[config.mk]
export PLATFORM = sky130hd
export DESIGN_NAME = time_keeper
export DESIGN_NICKNAME = d
export VERILOG_FILES = /design/src/rtl/time_keeper.sv
export SDC_FILE = /design/constraint.sdc
export NUM_CORES = 1
export LEC_CHECK = 0
export ABC_AREA = 1
export CORE_UTILIZATION = 29
export CTS_BUF_LIST = sky130_fd_sc_hd__clkbuf_8
export DETAILED_ROUTE_END_ITERATION = 7
export PLACE_DENSITY = 0.6
export SYNTH_ARGS = -nofsm -noshare
export SYNTH_HDL_FRONTEND = slang
export SYNTH_SLANG_ARGS = --single-unit
[constraint.sdc]
create_clock -name clk_100Mhz -period 2 [get_ports clk_100Mhz]
set_clock_uncertainty 0.1 [all_clocks]
set_input_delay 0.4 -clock clk_100Mhz [delete_from_list [all_inputs] [get_ports clk_100Mhz]]
set_output_delay 0.4 -clock clk_100Mhz [all_outputs]
set_load 0.1 [all_outputs]
[src/rtl/time_keeper.sv]
// Digital-clock timekeeping core: packed-BCD hours/minutes/seconds driven by a 1 Hz
// enable, with a RUN / SET_HOUR / SET_MIN control for two keys and an hourly chime.
module time_keeper #(
  parameter bit HOUR24 = 1'b1
) (
  input  logic       clk_100Mhz,
  input  logic       rst_n,
  input  logic       tick_1hz,
  input  logic       key_mode,
  input  logic       key_inc,
  output logic [7:0] hour_bcd,
  output logic [7:0] min_bcd,
  output logic [7:0] sec_bcd,
  output logic [1:0] state,
  output logic       chime
);

  // Input semantics: tick_1hz, key_mode and key_inc are qualifiers with no
  // handshake; every cycle one of them is high counts as one event, and all
  // outputs are registered and valid on every cycle out of reset.

  typedef enum logic [1:0] {
    RUN      = 2'd0,
    SET_HOUR = 2'd1,
    SET_MIN  = 2'd2
  } tk_state_e;

  localparam logic [7:0] HOUR_RESET = HOUR24 ? 8'h00 : 8'h12;

  tk_state_e  state_q, state_d;
  logic [7:0] hour_q, hour_d;
  logic [7:0] min_q, min_d;
  logic [7:0] sec_q, sec_d;
  logic       chime_q, chime_d;

  // Increment a packed BCD pair that counts 00..59.
  function automatic logic [7:0] inc_sixty(input logic [7:0] v);
    logic [7:0] r;
    if (v == 8'h59) begin
      r = 8'h00;
    end else if (v[3:0] == 4'd9) begin
      r = {v[7:4] + 4'd1, 4'd0};
    end else begin
      r = {v[7:4], v[3:0] + 4'd1};
    end
    return r;
  endfunction

  // Hours wrap 23->00 in 24-hour mode and 12->01 in 12-hour mode.
  function automatic logic [7:0] inc_hour(input logic [7:0] v);
    logic [7:0] r;
    if (HOUR24 && (v == 8'h23)) begin
      r = 8'h00;
    end else if (!HOUR24 && (v == 8'h12)) begin
      r = 8'h01;
    end else if (v[3:0] == 4'd9) begin
      r = {v[7:4] + 4'd1, 4'd0};
    end else begin
      r = {v[7:4], v[3:0] + 4'd1};
    end
    return r;
  endfunction

  always_ff @(posedge clk_100Mhz or negedge rst_n) begin
    if (!rst_n) begin
      state_q <= RUN;
      hour_q  <= HOUR_RESET;
      min_q   <= 8'h00;
      sec_q   <= 8'h00;
      chime_q <= 1'b0;
    end else begin
      state_q <= state_d;
      hour_q  <= hour_d;
      min_q   <= min_d;
      sec_q   <= sec_d;
      chime_q <= chime_d;
    end
  end

  always_comb begin
    state_d = state_q;
    hour_d  = hour_q;
    min_d   = min_q;
    sec_d   = sec_q;
    chime_d = 1'b0;

    unique case (state_q)
      RUN: begin
        if (tick_1hz) begin
          if (sec_q == 8'h59) begin
            sec_d = 8'h00;
            if (min_q == 8'h59) begin
              min_d   = 8'h00;
              hour_d  = inc_hour(hour_q);
              chime_d = 1'b1;
            end else begin
              min_d = inc_sixty(min_q);
            end
          end else begin
            sec_d = inc_sixty(sec_q);
          end
        end
        // The tick's carry is kept; only the seconds are discarded on entry to set.
        if (key_mode) begin
          state_d = SET_HOUR;
          sec_d   = 8'h00;
        end
      end

      SET_HOUR: begin
        sec_d = 8'h00;
        if (key_mode) begin
          state_d = SET_MIN;
        end else if (key_inc) begin
          hour_d = inc_hour(hour_q);
        end
      end

      SET_MIN: begin
        sec_d = 8'h00;
        if (key_mode) begin
          state_d = RUN;
        end else if (key_inc) begin
          min_d = inc_sixty(min_q);
        end
      end

      default: begin
        state_d = RUN;
        sec_d   = 8'h00;
      end
    endcase
  end

  assign hour_bcd = hour_q;
  assign min_bcd  = min_q;
  assign sec_bcd  = sec_q;
  assign state    = state_q;
  assign chime    = chime_q;

endmodule

==> flow_summary.ini, run 1 <==
[status]
status = complete, no violations

[die]
die_h_um = 77.47
die-area_um2 = 6001
core_um2 = 5507
io_pins = 32
start_util_pct = 29.99
die_w_um = 77.47
fp-row-count = 27

[synth]
synth_top_family_by_area = simple AND/OR/NAND/NOR gates
synth-xor-area-share_pct = 3.712
yosys_register_bits = 27
yosysSeqAreaShare_pct = 40.91
synth_fa_ha_area_share_pct = 9.091
synthesis.area_um2 = 1652
ys_types = 23
synthMuxAreaShare_pct = 0
synth-simple-area-share_pct = 31.52
syn_inst = 207
synth_warnings = 0
synth_area_leaders = dfrtp_1 (41%), nand2_1 (12%), ha_1 (9.1%), nand3_1 (6.4%), inv_1 (5.5%)
yosys.area.top_type = dfrtp_1
yosysTopAreaCellShare_pct = 40.91
synth-compound-area-share_pct = 8.864
avgSynthCellArea_um2 = 7.979
synth_nets = 224

[critical_path]
reg2reg_depth = 11
reg2reg_to = hour_bcd[2]
critPathMaxStageDelay_ns = 0.46
slowest_stage = dfrtp_2
regToRegSetupSlack_ns = 0.28
crit_path_cell_trace = inv_1, ha_1, nand2_1, nor2_4, nand2_2, nand2_2, nand2_2, nor2_8, inv_2, nand2_1, nand2_1
crit_fanout = 10
critPathArrivalTime_ns = 1.79
regToRegStartpoint = min_bcd[1]
cp-start-kind = flip-flop
cp-startpoint = min_bcd[1]
crit_type = reg -> reg
crit_required_ns = 2.07
cp-end-kind = flip-flop

[power]
p_clk_share_pct = 10.3
combPwrFrac_pct = 60.3
ir_worst_vdd_uv = 585.9
p_int_w = 0.001437
swShare_pct = 52.29
p_leak_nw = 1.126
switchingPower_w = 0.001575
power_frac_seq_pct = 29.5
power_density_nw_per_um2 = 1261

[global_route]
grt_overflow_total = 0
grt.total_usage_pct = 12.71
grt_pass1_vias = 1333
grt_max_degree = 28
grt_pass1_wl_um = 6251
antenna_found_initial = 0

[sta]
fin_setup_tns_ns = 0
worst_slew_pin_slew_ns = 0.3558
rsz0062_at_grt = false
finalCritPeriodShare_pct = 86.16
maxSlewHeadroom_pct = 76.28
maxSlewViolCount = 0
fmax_ghz = 0.5803
setup-violations-final = 0
finalCriticalPeriod_ns = 1.723
setup_slack_ns = 0.2769
final-hold-violation-count = 0

[clock_tree]
cts.path.max_buffers = 2
post_cts_buffers = 0
cts.sinks = 27
cts_tree = yes
post_cts_resize_count = 0
root_buffer = clkbuf_8
clock_latency_ns = 0.27
cts_buffers = 3
htreeDepth = 1
ctsHoldBuffers = 0
cts.reportedPaths.clkPinSlew_ns = 0.10

[finish]
diodes = 0
stdcell_count = 316
stdcell_area_um2 = 2389
drive_gt1_share_pct = 27.87
area_delta_synth_final_pct = 44.62
utilization_pct = 43.38
final_nets = 262

[place]
io_buffers = 31
dpl.hpwl_um = 2621
post-place-cells = 312
gp_congestion = 0.7940
post-place-ws_ns = 0.1082
placed_area_um2 = 2344

[route]
wl_per_cell_um = 10.80
drt_first_pass_iters = 4
drtIter0Drc = 79
vias_per_cell = 4.570
drt-total-wl_um = 3412
num_vias = 1444
ant_nets = 0
route.detailed.drc = 0

[run]
drv_cap = 0

[min_path]
hold_class = in -> async
[synthesized netlist by cell type]
cell / instances
nand4_1: 4
dfrtp_1: 27
or2_2: 5
o21bai_1: 1
inv_2: 2
nand2_1: 53
nor2_8: 1
nor2_2: 2
o21ai_1: 10
nand2_2: 4
nand3_2: 3
o21ai_2: 2
ha_1: 12
nand3_1: 21
nor2_1: 12
xor2_1: 5
o22ai_1: 1
o21ai_0: 8
xnor2_1: 2
inv_1: 24
a21oi_1: 5
nor2_4: 2
nor3_1: 1
[layer usage]
layer | up-vias | share of wire, % | track usage, %
met1 | 668 | 47 | 16.79
met3 | 4 | 3.5 | 2.471
met2 | 21 | 48 | 21.33
met4 | 0 | 0.88 | 2.830
li1 | 751 | - | -
met5 | - | 0 | 0
[area by class of cell]
cell class,instances,area (um2)
well taps,72,90.09
multi-input cells,154,878.3
fillers,518,3118
repair buffers,33,583.1
clock buffers,3,41.29
clock inverters,1,3.754
inverters,26,97.59
flip-flops and latches,27,694.4
[layout by cell type, fill, tap and decap left out, types with 2 or more instances in the layout]
cell type / netlist / layout
clkdlybuf4s50_1: 0 / 4
inv_1: 24 / 25
o21ai_0: 8 / 8
ha_1: 12 / 12
xor2_1: 5 / 5
inv_2: 2 / 2
o21ai_2: 2 / 2
nand3_2: 3 / 3
nor2_1: 12 / 12
nor2_4: 2 / 2
buf_12: 0 / 26
clkbuf_8: 0 / 3
nand3_1: 21 / 21
a21oi_1: 5 / 5
xnor2_1: 2 / 2
nor2_2: 2 / 2
or2_2: 5 / 5
nand2_2: 4 / 4
o21ai_1: 10 / 10
buf_4: 0 / 3
nand2_1: 53 / 53
dfrtp_1: 27 / 12
nand4_1: 4 / 4
dfrtp_2: 0 / 15
[critical path: cells and delay by family, from the launching register on]
family	cells	cell delay, ns
AND/OR/NAND/NOR	8	0.79
flip-flops	1	0.46
adder cells (fa/ha/maj)	1	0.13
buffers and inverters	2	0.13
[flip-flops by register name, summed over array words and instances, names as in the netlist]
signal	count
hour_bcd	8
chime	1
sec_bcd	8
min_bcd	8
state	2
[cells by family after synthesis]
family	Yosys count
AOI/OAI and AO/OA	27
xor gates and xnor gates	7
adders and majority gates	12
buffers and inverters	26
DFF	27
and+or+nand+nor	108
[through the flow]
step           power [W]  hold WS (ns)
3_3_place_gp    0.002714        0.4593
6_report        0.003012        0.3996
5_1_grt         0.003210        0.4178
3_5_place_dp    0.002728        0.4602
4_1_cts         0.003042        0.4154
2_1_floorplan   0.002089      0.004409
[power by group through the flow]
stage	Sequential, W	Combinational (W)	Clock, W
floorplan	0.00155	0.000543	0
global placement	0.000899	0.00182	0
detailed placement	0.000900	0.00183	0
CTS	0.000889	0.00183	0.000321
global route	0.000915	0.00195	0.000349
finish	0.000887	0.00182	0.000310
[worst max-delay path by stage]
stage	endpoint	slack, ns	cells after the start
after floorplan	hour_bcd[3]	0.04	8
after global placement	hour_bcd[3]	0.12	9
after detailed placement	hour_bcd[2]	0.11	9
after CTS	hour_bcd[2]	0.26	11
after global routing	hour_bcd[3]	0.09	11
final	hour_bcd[2]	0.28	11
Note: power is estimated with default switching activity, not from simulation.
==> run 2, diff against run 1 <==
--- a/config.mk
+++ b/config.mk
@@ -6,10 +6,11 @@
 export NUM_CORES = 1
 export LEC_CHECK = 0
 export ABC_AREA = 1
+export CORE_ASPECT_RATIO = 0.5
 export CORE_UTILIZATION = 29
-export CTS_BUF_LIST = sky130_fd_sc_hd__clkbuf_8
 export DETAILED_ROUTE_END_ITERATION = 7
 export PLACE_DENSITY = 0.6
+export SKIP_CTS_REPAIR_TIMING = 1
 export SYNTH_ARGS = -nofsm -noshare
 export SYNTH_HDL_FRONTEND = slang
 export SYNTH_SLANG_ARGS = --single-unit
==> run 2 against run 1 <==
Against the previous run:
- sequential power about the same
- fmax about the same
- global-route usage down 0.14 points
- sequential share of layout area down 0.38 points
- critical path depth down 4
- critical endpoint is now min_bcd[4]
- largest power group unchanged
==> flow_summary.ini, run 2 (synthesized netlist as in run 1, its figures left out) <==
[critical_path]
cp-start-kind = flip-flop
reg2reg_depth = 7
slowest_stage = dfrtp_2
crit_fanout = 8
crit_required_ns = 2.05
regToRegSetupSlack_ns = 0.28
reg2reg_to = min_bcd[4]
regToRegStartpoint = sec_bcd[1]
critPathArrivalTime_ns = 1.77
cp-end-kind = flip-flop
cp_num_buf_inv = 1
critPathMaxStageDelay_ns = 0.44
crit_type = reg -> reg
path_delay_family = simple AND/OR/NAND/NOR gates
cp-startpoint = sec_bcd[1]
crit_path_cell_trace = inv_1, ha_1, nand3_2, o21ai_1, nand3_2, nand2_1, o21ai_1

[sta]
setup-violations-final = 0
finalCriticalPeriod_ns = 1.722
finalCritPeriodShare_pct = 86.11
maxSlewHeadroom_pct = 76.62
fmax_ghz = 0.5806
rsz0062_at_grt = false
maxSlewViolCount = 0
final-hold-violation-count = 0
worst_slew_pin_slew_ns = 0.3508
fin_setup_tns_ns = 0

[global_route]
grt_pass1_wl_um = 6044
grt_overflow_total = 0
antenna_found_initial = 0
grt_max_degree = 28
grt_pass1_vias = 1343
grt.total_usage_pct = 12.57

[clock_tree]
cts.path.max_buffers = 2
clock_latency_ns = 0.26
htreeDepth = 1
cts.sinks = 27
cts_buffers = 3
cts.reportedPaths.clkPinSlew_ns = 0.07
root_buffer = clkbuf_16
cts_tree = yes

[die]
die_w_um = 108.7
core_um2 = 5202
die_h_um = 55.37
fp-row-count = 18
io_pins = 32
start_util_pct = 31.75
die-area_um2 = 6020

[power]
p_leak_nw = 1.138
combPwrFrac_pct = 57.6
power_frac_seq_pct = 28.1
p_int_w = 0.001574
switchingPower_w = 0.001597
p_clk_share_pct = 14.3
swShare_pct = 50.36
power_density_nw_per_um2 = 1311
ir_worst_vdd_uv = 673.0

[place]
post-place-cells = 310
dpl.hpwl_um = 2777
gp_congestion = 0.7956
io_buffers = 31

[route]
drt-total-wl_um = 3568
num_vias = 1450
drtIter0Drc = 67
wl_met2_um = 1716
routed.top_layer = met4
wl_met3_um = 121
vias_per_cell = 4.618
wl_per_cell_um = 11.36
ant_nets = 0
drt-met1-wl_um = 1707
drt_first_pass_iters = 4
route.detailed.drc = 0

[finish]
layout_commonest_cell = nand2_1
diodes = 0
area_delta_synth_final_pct = 46.52
final_nets = 262
drive_gt1_share_pct = 27.87
stdcell_count = 314
final_cell_mix = nand2_1 (53), buf_12 (26), inv_1 (24)

[min_path]
hold_class = in -> async

[run]
drv_cap = 0

[status]
status = complete, no violations
run 2: cell count changes in the layout (fill, tap and decap cells not counted):
cell / delta
clkbuf_1: +1
clkbuf_16: +3
clkbuf_8: -3
inv_1: -1
run 2: worst max-delay path by stage:
| stage | to | cells after the start |
|---|---|---|
| CTS | min_bcd[5] | 7 |
| detailed placement | hour_bcd[2] | 9 |
| finish | min_bcd[4] | 7 |
| global placement | hour_bcd[2] | 9 |
| global route | min_bcd[2] | 7 |
| floorplan | hour_bcd[3] | 8 |
run 2: cell type report:
| type | count | area [um2] |
|---|---|---|
| Inverter | 26 | 97.59 |
| Clock buffer | 4 | 78.83 |
| Timing Repair Buffer | 33 | 583.1 |
| Multi-Input combinational cell | 154 | 878.3 |
| Fill cell | 483 | 2783 |
| Tap cell | 70 | 87.58 |
| Sequential cell | 27 | 694.4 |
run 2: through the flow:
stage / total power (W) / setup WS, ns / area (um2) / hold slack, ns / utilization [%]
after detailed placement: 0.002737 / 0.1194 / 2341 / 0.4745 / 45.00
after global routing: 0.003340 / 0.1562 / 2420 / 0.4413 / 46.51
after global placement: 0.002709 / 0.1551 / 2341 / 0.4570 / 45.00
after floorplan: 0.002089 / 0.03681 / 1670 / 0.004409 / -
after CTS: 0.003198 / 0.2699 / 2420 / 0.4266 / 46.51
final: 0.003171 / 0.2778 / 2420 / 0.4132 / 46.51
run 2: power groups by stage:
stage / logic (W) / clock network, W / registers (W)
after floorplan: 0.000543 / 0 / 0.00155
after global placement: 0.00181 / 0 / 0.000896
after detailed placement: 0.00184 / 0 / 0.000899
after CTS: 0.00184 / 0.000463 / 0.000891
after global routing: 0.00194 / 0.000483 / 0.000914
final: 0.00183 / 0.000454 / 0.000890
run 2: worst register-to-register path, delay by kind of cell, from the launching register on:
| kind | cells | cell delay [ns] |
|---|---|---|
| and+or+nand+nor | 3 | 0.48 |
| DFF | 1 | 0.44 |
| AOI/OAI and AO/OA | 2 | 0.33 |
| adders and majority gates | 1 | 0.17 |
| buffers and inverters | 1 | 0.08 |
run 2: metal layers:
metal | up-vias | global-route usage [%]
met5 | - | 0
met4 | 0 | 2.317
met3 | 2 | 3.188
met2 | 23 | 20.34
met1 | 684 | 16.98
li1 | 741 | -
==> run 3, diff against run 2 <==
--- a/config.mk
+++ b/config.mk
@@ -9,7 +9,6 @@
 export CORE_ASPECT_RATIO = 0.5
 export CORE_UTILIZATION = 29
 export DETAILED_ROUTE_END_ITERATION = 7
-export PLACE_DENSITY = 0.6
 export SKIP_CTS_REPAIR_TIMING = 1
 export SYNTH_ARGS = -nofsm -noshare
 export SYNTH_HDL_FRONTEND = slang
==> results of run 3 <==
The final DEF is identical to that of run 2; final timing and power are the same.
==> edit: new RTL, flow settings as in run 2 <==
Register the output `hour_bcd` once more, with the module's reset; this adds one clock of latency there. The other outputs are not delayed to match.
--- a/src/rtl/time_keeper.sv
+++ b/src/rtl/time_keeper.sv
@@ -133,5 +133,11 @@
   end
 
-  assign hour_bcd = hour_q;
+  always_ff @(posedge clk_100Mhz or negedge rst_n) begin
+    if (!rst_n) begin
+      hour_bcd <= '0;
+    end else begin
+      hour_bcd <= hour_q;
+    end
+  end
   assign min_bcd  = min_q;
   assign sec_bcd  = sec_q;
Formal check against the unedited RTL: not equivalent (a bounded check fails within 4 cycles, from zero or initial values and one cycle with rst_n low).
==> edit against run 2 <==
- die area grew 16%
- final area grew 15%
- worst setup slack gained 0.028 ns
- synthesized cell count grew 4.3%
- area after synthesis grew 16%
- cell count grew 9.9%
- core utilization shrank 2.0 points
- sequential cell count grew 8
- power grew 17%
- routed wire length grew 13%
- critical path type unchanged
==> edit: results <==
metrics = {
    "worst_setup_path": {
        "max_stage_delay_ns": 0.44,
        "cp_max_fo": 9,
        "crit_slowest_cell": "dfrtp_2",
        "arrival_ns": 1.76,
        "reg2regPathDepth": 9,
        "rrSetupSlack_ns": 0.31,
    },
    "hold_path": {
        "holdPathStages": 0,
        "hp-class": "flip-flop to flip-flop",
    },
    "global_route": {
        "grtUsageTotal_pct": 12.9,
        "grt_pass1_vias": 1412,
        "grt_pass1_wl_mm": 6.76,
        "grt_max_degree": 36,
        "antenna_found_initial": 0,
    },
    "final_layout": {
        "layout_commonest_cell": "nand2_1",
        "fill_cells": 570,
        "drive_above_1_share_pct": 27.2,
        "nets": 273,
        "n_antenna_cell": 0,
    },
    "logic_synthesis": {
        "synth_cell_types": 27,
        "synthArstFlopShare_pct": 100,
        "synth_ff_type": "dfrtp_1",
        "ys_warn_count": 0,
        "synth_area_leaders": "dfrtp_1, nand2_1, ha_1",
        "synth_common_cells": "nand2_1, dfrtp_1, inv_1",
        "ys_seq_area_share_pct": 45.5,
        "syn-num-nets": 233,
    },
    "route": {
        "first_pass_iters": 4,
        "wl_mm": 4.04,
        "drt_iter0_drc": 56,
        "via_per_inst": 4.44,
    },
    "clock_tree": {
        "cts_root_buffer": "clkbuf_16",
        "clock_tree.buffer_depth": 2,
        "cts_htree_levels": 2,
        "path_clk_slew_ns": 0.05,
        "clkLatencyLatePin_ns": 0.27,
        "numCtsBuffers": 5,
    },
    "place": {
        "hpwlAfterDp_mm": 3.09,
        "portBuffers": 31,
        "gp_congestion": 0.890,
    },
    "pwr": {
        "peakVddDrop_uv": 449,
        "p_leak_uw": 0.00130,
    },
    "sta": {
        "whs_ns": 0.357,
        "tightest_slew_ns": 0.458,
    },
    "run_status": {
        "status": "complete, no violations",
    },
}
[edit: changes by cell type in the layout (fill, tap and decap cells not counted), sizes merged, moves of 2 or more]
cell    before  now
clkinv       0    2
or2          5    2
nor2        17   24
nand2       57   54
xor2         5    7
nand4        4    7
clkbuf       4    6
dfrtp       27   35
nand3       24   21
[edit: worst max-delay path: cells and delay by family, from the launching register on]
family                   cells  cell delay, ns
flip-flops                   1            0.44
AND/OR/NAND/NOR              7            0.79
adder cells (fa/ha/maj)      1            0.15
buffers and inverters        1            0.09
[edit: kinds of logic (layout without fill, tap and decap cells)]
kind of cell	Yosys count	after routing	share of synthesized area (%)
adders and majority gates	12	12	7.81
AOI/OAI and AO/OA	26	26	7.35
xor gates and xnor gates	8	8	3.64
and+or+nand+nor	109	109	30.5
buffers and inverters	26	67	5.14
DFF	35	35	45.5
[edit: routing by layer]
layer | share of wire [%] | track usage, % | vias up
li1 | - | - | 782
met1 | 48 | 17.2 | 722
met3 | 2.0 | 3.07 | 7
met2 | 49 | 20.6 | 21
met4 | 1.5 | 4.70 | 0
met5 | 0 | 0 | -
[edit: metrics by stage]
| stage | std cells | utilization, % | area (um2) | setup slack (ns) | power, uW |
|---|---|---|---|---|---|
| CTS | 345 | 44.5 | 2780 | 0.303 | 3750 |
| global placement | 337 | 41.7 | 2600 | 0.208 | 2810 |
| finish | 345 | 44.5 | 2780 | 0.306 | 3720 |
| floorplan | 216 | - | 1930 | 0.00267 | 2270 |
| global route | 345 | 44.5 | 2780 | 0.190 | 3910 |
| detailed placement | 337 | 41.7 | 2600 | 0.171 | 2840 |
[edit: layout make-up]
class / instances / area, um2 / share of cell area [%]
multi-input combinational: 155 / 948 / 34.2
clock buffer: 6 / 139 / 5.00
timing repair buffer: 33 / 558 / 20.1
sequential: 35 / 886 / 31.9
inverter: 26 / 98.8 / 3.56
clock inverter: 2 / 35.0 / 1.26
tap: 88 / 110 / 3.97
[edit: path summary, 6_finish.rpt]
path | from | end
max | min_bcd[1] | hour_q[4]
min | hour_q[2] | hour_bcd[2]
max reg2reg | min_bcd[1] | hour_q[4]
min reg2reg | hour_q[2] | hour_bcd[2]
max in group asynchronous | rst_n | min_bcd[4]
min in group asynchronous | rst_n | sec_bcd[0]
[edit: report_power, final]
| group | internal [uW] | total [uW] | switching [uW] |
|---|---|---|---|
| logic | 570 | 1780 | 1210 |
| registers | 844 | 1040 | 197 |
| clock network | 619 | 897 | 278 |
